==> src/rtl/datapath_exerciser.sv <==
// Register-file/ALU exerciser: a FIFO of control words executed by a LOAD/EXEC/WB sequencer.
// Build option: define DATAPATH_EXERCISER_R0_ZERO_EN to hardwire R0 to zero.
//
// state | meaning
// IDLE  | waiting for step or run with a non-empty queue
// LOAD  | pop the queue head into cur_cw
// EXEC  | read operands, evaluate the ALU, register buses and status
// WB    | write back, count the retired word, chain to LOAD while running
module datapath_exerciser #(
  parameter int WIDTH      = 16,
  parameter int REG_COUNT  = 8,
  parameter int FIFO_DEPTH = 4,
  localparam int AW        = $clog2(REG_COUNT),
  localparam int CWW       = 6 + 3 * AW
) (
  input  logic                       clock_i,
  input  logic                       reset_ni,
  input  logic [CWW-1:0]             cw_in_i,
  input  logic                       cw_push_i,
  input  logic                       step_i,
  input  logic                       run_i,
  output logic                       cw_full_o,
  output logic                       cw_empty_o,
  output logic                       cw_overflow_o,
  output logic                       busy_o,
  output logic [CWW-1:0]             cur_cw_o,
  output logic [WIDTH-1:0]           a_bus_o,
  output logic [WIDTH-1:0]           b_bus_o,
  output logic [WIDTH-1:0]           f_bus_o,
  output logic [3:0]                 status_o,
  output logic [REG_COUNT*WIDTH-1:0] regs_flat_o,
  output logic [15:0]                retired_o
);

  localparam int FW = $clog2(FIFO_DEPTH);

  typedef enum logic [1:0] {S_IDLE, S_LOAD, S_EXEC, S_WB} state_t;

  state_t state_q, state_d;
  logic   pop, exec_en, wb_en;

  logic [CWW-1:0] fifo_q [FIFO_DEPTH];
  logic [FW-1:0]  wr_ptr_q, rd_ptr_q;
  logic [FW:0]    count_q, count_d;
  logic           full_q, empty_q, ovf_q;
  logic           push_ok;

  logic [WIDTH-1:0] regs_q [REG_COUNT];
  logic [CWW-1:0]   cur_cw_q;
  logic [WIDTH-1:0] a_bus_q, b_bus_q, f_bus_q;
  logic [3:0]       status_q;
  logic [15:0]      retired_q;

  logic [4:0]    fs;
  logic          wr;
  logic [AW-1:0] da, sa, sb;
  logic          wr_en;

  logic [WIDTH-1:0] op_a, op_b, add_b, alu_f;
  logic [WIDTH:0]   sum;
  logic             add_en, add_cin, alu_c, alu_v;

  assign fs = cur_cw_q[CWW-1 -: 5];
  assign wr = cur_cw_q[3*AW];
  assign da = cur_cw_q[3*AW-1 -: AW];
  assign sa = cur_cw_q[2*AW-1 -: AW];
  assign sb = cur_cw_q[AW-1:0];

  always_comb begin
    state_d = state_q;
    pop     = 1'b0;
    exec_en = 1'b0;
    wb_en   = 1'b0;
    unique case (state_q)
      S_IDLE: if ((step_i || run_i) && !empty_q) state_d = S_LOAD;
      S_LOAD: begin
        pop     = 1'b1;
        state_d = S_EXEC;
      end
      S_EXEC: begin
        exec_en = 1'b1;
        state_d = S_WB;
      end
      S_WB: begin
        wb_en   = 1'b1;
        state_d = (run_i && !empty_q) ? S_LOAD : S_IDLE;
      end
      default: state_d = S_IDLE;
    endcase
  end

  always_ff @(posedge clock_i or negedge reset_ni) begin
    if (!reset_ni) state_q <= S_IDLE;
    else           state_q <= state_d;
  end

  // A full queue still accepts a push on the edge that pops its head.
  assign push_ok = cw_push_i && (!full_q || pop);

  always_comb begin
    count_d = count_q;
    if (push_ok && !pop)      count_d = count_q + (FW+1)'(1);
    else if (!push_ok && pop) count_d = count_q - (FW+1)'(1);
  end

  always_ff @(posedge clock_i or negedge reset_ni) begin
    if (!reset_ni) begin
      for (int i = 0; i < FIFO_DEPTH; i++) fifo_q[i] <= '0;
      wr_ptr_q <= '0;
      rd_ptr_q <= '0;
      count_q  <= '0;
      full_q   <= 1'b0;
      empty_q  <= 1'b1;
      ovf_q    <= 1'b0;
    end else begin
      if (push_ok) begin
        fifo_q[wr_ptr_q] <= cw_in_i;
        wr_ptr_q         <= wr_ptr_q + FW'(1);
      end
      if (pop) rd_ptr_q <= rd_ptr_q + FW'(1);
      if (cw_push_i && !push_ok) ovf_q <= 1'b1;
      count_q <= count_d;
      full_q  <= (count_d == (FW+1)'(FIFO_DEPTH));
      empty_q <= (count_d == '0);
    end
  end

  assign op_a = regs_q[sa];
  assign op_b = regs_q[sb];

  always_comb begin
    alu_f   = op_b;
    alu_c   = 1'b0;
    alu_v   = 1'b0;
    add_en  = 1'b0;
    add_b   = '0;
    add_cin = 1'b0;
    case (fs)
      5'd0:  alu_f = op_a;
      5'd1:  begin add_en = 1'b1; add_cin = 1'b1; end
      5'd2:  begin add_en = 1'b1; add_b = op_b; end
      5'd3:  begin add_en = 1'b1; add_b = ~op_b; add_cin = 1'b1; end
      5'd4:  alu_f = op_a & op_b;
      5'd5:  alu_f = op_a | op_b;
      5'd6:  alu_f = op_a ^ op_b;
      5'd7:  alu_f = ~op_a;
      5'd8:  begin alu_f = {op_b[WIDTH-2:0], 1'b0}; alu_c = op_b[WIDTH-1]; end
      5'd9:  begin alu_f = {1'b0, op_b[WIDTH-1:1]}; alu_c = op_b[0]; end
      5'd31: alu_f = WIDTH'({sa, sb});
      default: alu_f = op_b;
    endcase
    sum = {1'b0, op_a} + {1'b0, add_b} + {{WIDTH{1'b0}}, add_cin};
    if (add_en) begin
      alu_f = sum[WIDTH-1:0];
      alu_c = sum[WIDTH];
      alu_v = (op_a[WIDTH-1] == add_b[WIDTH-1]) && (sum[WIDTH-1] != op_a[WIDTH-1]);
    end
  end

`ifdef DATAPATH_EXERCISER_R0_ZERO_EN
  assign wr_en = wb_en && wr && (da != '0);
`else
  assign wr_en = wb_en && wr;
`endif

  always_ff @(posedge clock_i or negedge reset_ni) begin
    if (!reset_ni) begin
      for (int i = 0; i < REG_COUNT; i++) regs_q[i] <= '0;
      cur_cw_q  <= '0;
      a_bus_q   <= '0;
      b_bus_q   <= '0;
      f_bus_q   <= '0;
      status_q  <= '0;
      retired_q <= '0;
    end else begin
      if (pop) cur_cw_q <= fifo_q[rd_ptr_q];
      if (exec_en) begin
        a_bus_q  <= op_a;
        b_bus_q  <= op_b;
        f_bus_q  <= alu_f;
        status_q <= {alu_v, alu_c, alu_f[WIDTH-1], (alu_f == '0)};
      end
      if (wr_en) regs_q[da] <= f_bus_q;
      if (wb_en) retired_q <= retired_q + 16'd1;
    end
  end

  always_comb begin
    regs_flat_o = '0;
    for (int i = 0; i < REG_COUNT; i++) regs_flat_o[i*WIDTH +: WIDTH] = regs_q[i];
  end

  assign cw_full_o     = full_q;
  assign cw_empty_o    = empty_q;
  assign cw_overflow_o = ovf_q;
  assign busy_o        = (state_q != S_IDLE);
  assign cur_cw_o      = cur_cw_q;
  assign a_bus_o       = a_bus_q;
  assign b_bus_o       = b_bus_q;
  assign f_bus_o       = f_bus_q;
  assign status_o      = status_q;
  assign retired_o     = retired_q;

endmodule

==> config.mk <==
export PLATFORM = sky130hd
export DESIGN_NAME = datapath_exerciser
export DESIGN_NICKNAME = d
export VERILOG_FILES = /design/src/rtl/datapath_exerciser.sv
export SDC_FILE = /design/constraint.sdc
export NUM_CORES = 1
export LEC_CHECK = 0
export BUFFER_PORTS_ARGS = -buffer_cell sky130_fd_sc_hd__buf_2
export CORE_MARGIN = 5
export CORE_UTILIZATION = 48
export DETAILED_ROUTE_END_ITERATION = 7
export GPL_TIMING_DRIVEN = 0
export PLACE_DENSITY = 0.7
export SKIP_CTS_REPAIR_TIMING = 1
export SKIP_LAST_GASP = 1
export SLEW_MARGIN = 0
export SYNTH_ARGS = -nofsm -noshare
export SYNTH_HDL_FRONTEND = slang
export SYNTH_SLANG_ARGS = --single-unit
==> constraint.sdc <==
create_clock -name clock_i -period 4.7 [get_ports clock_i]
set_input_delay 0.94 -clock clock_i [delete_from_list [all_inputs] [get_ports clock_i]]
set_output_delay 0.94 -clock clock_i [all_outputs]
set_load 0.02 [all_outputs]
* Word-level counts from Yosys, hierarchy flattened
Cells that the tools add are included.
** Word-level totals
- Register bits after elaboration :: 283
- Input bits :: 20
- Output and inout port bits :: 215
- Word-level logic and storage cells :: 120
** Cells by class
- Add/sub/neg operators :: 7
- Magnitude comparators :: 7
- Equal/unequal tests :: 17
- Muxes and demuxes :: 31
- Bitwise gates (word level) :: 10
- Reductions and logical operators :: 23
** Operators with widths (number)
- bitwise mux 128 bit :: 1
- one-hot mux 16 bit (8 select lines) :: 1
- binary-select mux 16 bit (select 3 bit) :: 2
- 2-to-1 mux 16 bit :: 6
- bitwise mux 60 bit :: 1
- demux 16 bit (select 3 bit) :: 1
- 2-to-1 mux 15 bit :: 3
- inverter 16 bit :: 2
- one-hot mux 16 bit (2 select lines) :: 1
- binary-select mux 15 bit (select 2 bit) :: 1
- demux 15 bit (select 2 bit) :: 1
- == test 5 x 3 -> 1 bit, second input constant :: 4
- adder 16 x 16 -> 17 bit :: 1
- adder 17 x 1 -> 17 bit :: 1
- adder 16 x 1 -> 16 bit, second input constant :: 1
- AND 16 bit :: 1
- logical NOT 16 bit :: 1
- OR 16 bit :: 1
- XOR 16 bit :: 1
- >= comparator 4 bit, second input constant :: 3
- inverter 3 -> 4 bit :: 3
- == test 5 x 2 -> 1 bit, second input constant :: 2
- == test 5 x 4 -> 1 bit, second input constant :: 2
- logical AND 1 bit :: 10
- 28 further kinds :: 44

* Depth between registers and ports, before layout
- Depth in word-level cells :: 11
- Depth in mapped cells :: 19
- Gate-level depth less buffers :: 16

* Worst setup path before layout
OpenSTA, ideal clock, no wires.
- Kind :: register to register
- Start :: reg cur_cw_q[10] (netlist: cur_cw_o[10])
- End :: reg status_q[0] (netlist: status_o[0])
- Arrival :: 4025 ps
- Required time :: 4576 ps
- Slack :: 551 ps
- Cell stages (with the launch flop) :: 16
- Path buffers :: 3
- Path through :: dfrtp_1 > clkbuf_1 > clkbuf_1 > buf_1 > nand2_1 > fa_1 > fa_1 > nand2b_1 > a21oi_1 > o211ai_1 > a21boi_0 > o311ai_0 > and3_1 > o32a_1 > nand4_1 > o2bb2ai_1
** Between the ends
- Longest elaborated chain between the ends :: 6
** Ends and longest elaborated chain
- start: declaration :: line 49 : logic [CWW-1:0] cur_cw_q;
- start signal: assignment :: line 176 : if (pop) cur_cw_q <= fifo_q[rd_ptr_q];
- == test 5 x 2 -> 1 bit or == test 5 x 1 -> 1 bit (tied branches) :: line 138 : case (fs)
- one-hot mux 16 bit (2 select lines) or OR reduction 2 bit (tied branches)
- adder 16 x 16 -> 17 bit or 2-to-1 mux 1 bit (tied branches) :: line 152, 138
- adder 17 x 1 -> 17 bit :: line 152 : sum = {1'b0, op_a} + {1'b0, add_b} + {{WIDTH{1'b0}}, add_cin};
- 2-to-1 mux 16 bit * :: line 153 : if (add_en) begin
- logical NOT 16 bit * :: line 181 : status_q <= {alu_v, alu_c, alu_f[WIDTH-1], (alu_f == '0)};
- end signal: assignment :: line 181
- end: declaration :: line 51 : logic [3:0] status_q;
Mark *: on every way between the ends. The rest lies on a longest branch, timed or not.
A chain may end at the register's enable or synchronous reset.

* Worst setup path after layout
- Start :: reg cur_cw_q[2] (netlist: cur_cw_o[2])
- End :: reg status_q[0] (netlist: status_o[0])
** Between the ends
- Longest elaborated chain between the ends :: 10
** Ends and longest elaborated chain
- inverter 3 -> 4 bit (implied by the code) :: line 129 : assign op_b = regs_q[sb];
- binary-select mux 16 bit (select 3 bit) :: line 129
- 2-to-1 mux 16 bit (implied by the code) (2 in series) :: line 129
- inverter 16 bit :: line 142 : 5'd3: begin add_en = 1'b1; add_b = ~op_b; add_cin = 1'b1; end
- one-hot mux 16 bit (2 select lines) :: line 138
- adder 16 x 16 -> 17 bit :: line 152
- adder 17 x 1 -> 17 bit :: line 152
- 2-to-1 mux 16 bit * :: line 153
- logical NOT 16 bit * :: line 181
Mark *: on every way between the ends. The rest lies on a longest branch, timed or not. The select of a mux whose other input is x is not followed.

==> metrics.csv <==
stage,metric,value,unit
run_status,status,"complete, no violations",
placed_design,DP Area,0.0175,mm^2
logic_synthesis,Post-synth top cells,"281 x dfrtp_1, 217 x mux2_2, 77 x nor2_1, 75 x mux4_2, 59 x ha_1",
setup_path,critical path type,flop to flop,
logic_synthesis,register bit total from synthesis,282,
placed_design,IO buf count,234,
grt,initial antenna violation count,0,
sta,Fin. Hold Viols,0,
setup_path,worst path required time,5.15,ns
floorplan,Ports,235,
placed_design,Detail Placement HPWL,35.3,mm
routing,drc violations,0,
clocking,htree depth,1,
placed_design,placed instance count,1901,
routing,number of DRC markers in iteration 0,901,
floorplan,die width,191,um
placed_design,Setup WS pre-CTS,-0.505,ns
clocking,CTS tree,yes,
floorplan,# rows,66,
logic_synthesis,synth unique cells,74,
pwr,worst vdd ir,0.000411,V
floorplan,Initial Util,48.4,%
sta,RSZ-0062 raised after global routing,false,
sta,Worst Slack Setup Final,0.296,ns
hold_path,Hold WC Path Type,primary input to asynchronous set/reset pin,
setup_path,ordered cell list for the critical path,clkbuf_4 > buf_4 > mux4_2 > mux2i_4 > xnor2_1 > nand2b_1 > fa_1 > fa_1 > nand2b_1 > a21oi_2 > o211ai_1 > a21boi_1 > o311ai_0 > and3_1 > o32a_1 > nand4_1 > o2bb2ai_1,
clocking,CTS sink count,282,
routing,met2 WL,22.9,mm
setup_path,Worst setup EP type,flop,
setup_path,CP Launch Type,flop,
logic_synthesis,Mapped Cells,1223,
logic_synthesis,Mean Syn Cell Area,12.8,um^2
routing,DR vias,11600,
placed_design,GP Congestion,0.927,
sta,Final Max Slew Viols,0,
finish,Non-Filler Instances,1961,
clocking,Clock transition at path regs,0.06,ns
logic_synthesis,top-count cell post-synth,dfrtp_1,
logic_synthesis,top area cells in the synthesized netlist,"dfrtp_1 45%, mux2_2 16%, mux4_2 11%, ha_1 4.7%, mux2i_4 1.9%",
routing,Post-DRT Antenna Nets,0,
sta,Clock Skew,0.0179,ns
finish,Filler cells,2712,
logic_synthesis,Post-synth EDFFs,0,
sta,setup tns final,0,ns
grt,first-pass GRT wire length,72.8,mm
setup_path,"Max FO, Critical Path",10,
floorplan,core area,0.0325,mm^2
clocking,CTS buffer count,31,
finish,P&R area growth vs syn,19.0,%
logic_synthesis,largest area contributor in the netlist,dfrtp_1,
routing,M1 WL,19.4,mm
finish,FF+latch area,0.00706,mm^2
sta,ratio of final minimum period to clock period,93.7,%
floorplan,Die ar.,0.0365,mm^2
setup_path,Worst path max stage delay,0.45,ns
routing,Max Used Layer,met4,
finish,area of the multi-input gates,0.00819,mm^2
setup_path,reg2reg path depth,17,
grt,largest net degree at the start of global routing,112,
setup_path,CP arrival,4.86,ns
finish,final core utilization,57.6,%
routing,WL per Instance,24.5,um
setup_path,R2R setup slack,0.30,ns
logic_synthesis,Synth Flop Type,dfrtp_1,
sta,Setup-failing EPs final,0,
finish,Final #Nets,1575,
clocking,clk_lat worst skew,0.58,ns
logic_synthesis,"Async S/R FF share, synth",100,%
routing,TritonRoute pass-1 iters,5,
logic_synthesis,Mapped Area,0.0157,mm^2
grt,gr usage total,26.0,%
finish,design area,0.0187,mm^2
grt,GR Overflow Total,0,
pwr,leakage dissipation,8.92,nW
routing,DRT Wirelength,48.1,mm
sta,Hold Worst Slack,0.383,ns
grt,number of global-route vias before repair,11700,
clocking,CTS root buffer,clkbuf_16,
run,Max-cap violations,0,
logic_synthesis,Yosys top cell area share,44.7,%
floorplan,Vert. Die Dim,191,um
setup_path,Critical Path Slowest Stage Cell,fa_1,
finish,layout cells sized above 1,43.2,%
sta,fin crit period,4.40,ns
logic_synthesis,sequential fraction of the synthesis area,44.9,%
sta,FMAX,227,MHz
pwr,pwr/cell area,824,mW/mm^2
clocking,CTS max path bufs,3,
finish,antenna fix cells,0,
sta,Max-slew headroom,29.6,%
sta,Worst Max-Slew Pin Slew,1.03,ns
pwr,total power,15.4,mW
routing,Vias per Instance,5.93,
logic_synthesis,syn nets,1304,
logic_synthesis,warning count from the yosys run,0,
routing,met3 WL,4.36,mm
[report_power, final]
part | switching (mW) | leakage (nW) | internal, mW
registers | 0.943 | 3.59 | 3.46
logic | 4.87 | 4.79 | 3.57
clock network | 1.02 | 0.540 | 1.54
[worst max-delay path: cells and delay by family (launching register included)]
family,cells,cell delay [ns]
simple gates,4,0.62
compound gates,6,1.23
fa+ha+maj,2,0.84
mux,2,0.60
xor+xnor,1,0.15
flops,1,0.34
buf+inv,2,0.48
[worst paths after layout]
kind / endpoint / from
setup / recovery: status_o[0]$_DFFE_PN0N_ / cur_cw_o[2]$_DFFE_PN0P_
hold / removal: fifo_q[37]$_DFFE_PN0P_ / reset_ni
setup reg to reg: status_o[0]$_DFFE_PN0N_ / cur_cw_o[2]$_DFFE_PN0P_
hold reg to reg: retired_o[15]$_DFFE_PN0P_ / retired_o[15]$_DFFE_PN0P_
max in group asynchronous: regs_flat_o[25]$_DFFE_PN0P_ / reset_ni
min in group clock_i: retired_o[15]$_DFFE_PN0P_ / retired_o[15]$_DFFE_PN0P_
[sequential cells by signal, indices dropped and copies added (netlist names), 3 cells and up]
| register | flops |
|---|---|
| cur_cw_o | 15 |
| count_q | 3 |
| status_o | 4 |
| f_bus_o | 15 |
| fifo_q | 60 |
| a_bus_o | 16 |
| retired_o | 16 |
| regs_flat_o | 128 |
| b_bus_o | 16 |
[area by class of cell]
cell class | count | area share (%)
plain buffers | 75 | 2.04
clock buffers | 43 | 4.76
clock inverters | 15 | 1.05
inverters | 46 | 0.930
multi-input cells | 819 | 43.8
flip-flops and latches | 282 | 37.7
well taps | 442 | 2.96
repair buffers | 239 | 6.73
[cell usage in the layout (no fill, tap or decap), types with 26 or more instances in the layout]
cell       instances
mux4_2            75
nand2_1           38
o21ai_0           26
a21oi_1           54
clkbuf_1          51
nor2_1            77
clkbuf_16         31
ha_1              59
xnor2_1           27
dfrtp_1          281
inv_1             43
buf_2            241
mux2_2           217
[cells by family (layout without fill, tap and decap cells)]
| group | count (synthesis) | after routing | share of synthesized area (%) |
|---|---|---|---|
| fa+ha+maj | 61 | 61 | 4.95 |
| flops | 282 | 282 | 44.9 |
| mux | 340 | 340 | 30.7 |
| simple gates | 195 | 195 | 5.95 |
| compound gates | 176 | 176 | 7.44 |
| buf+inv | 122 | 418 | 3.41 |
| xor+xnor | 47 | 47 | 2.62 |
[metal layers]
layer | track usage, % | up-vias
li1 | - | 5070
met1 | 35.1 | 5996
met2 | 42.3 | 474
met3 | 6.67 | 89
met4 | 7.04 | 0
met5 | 0 | -
Power figures use the tool's default switching activity.
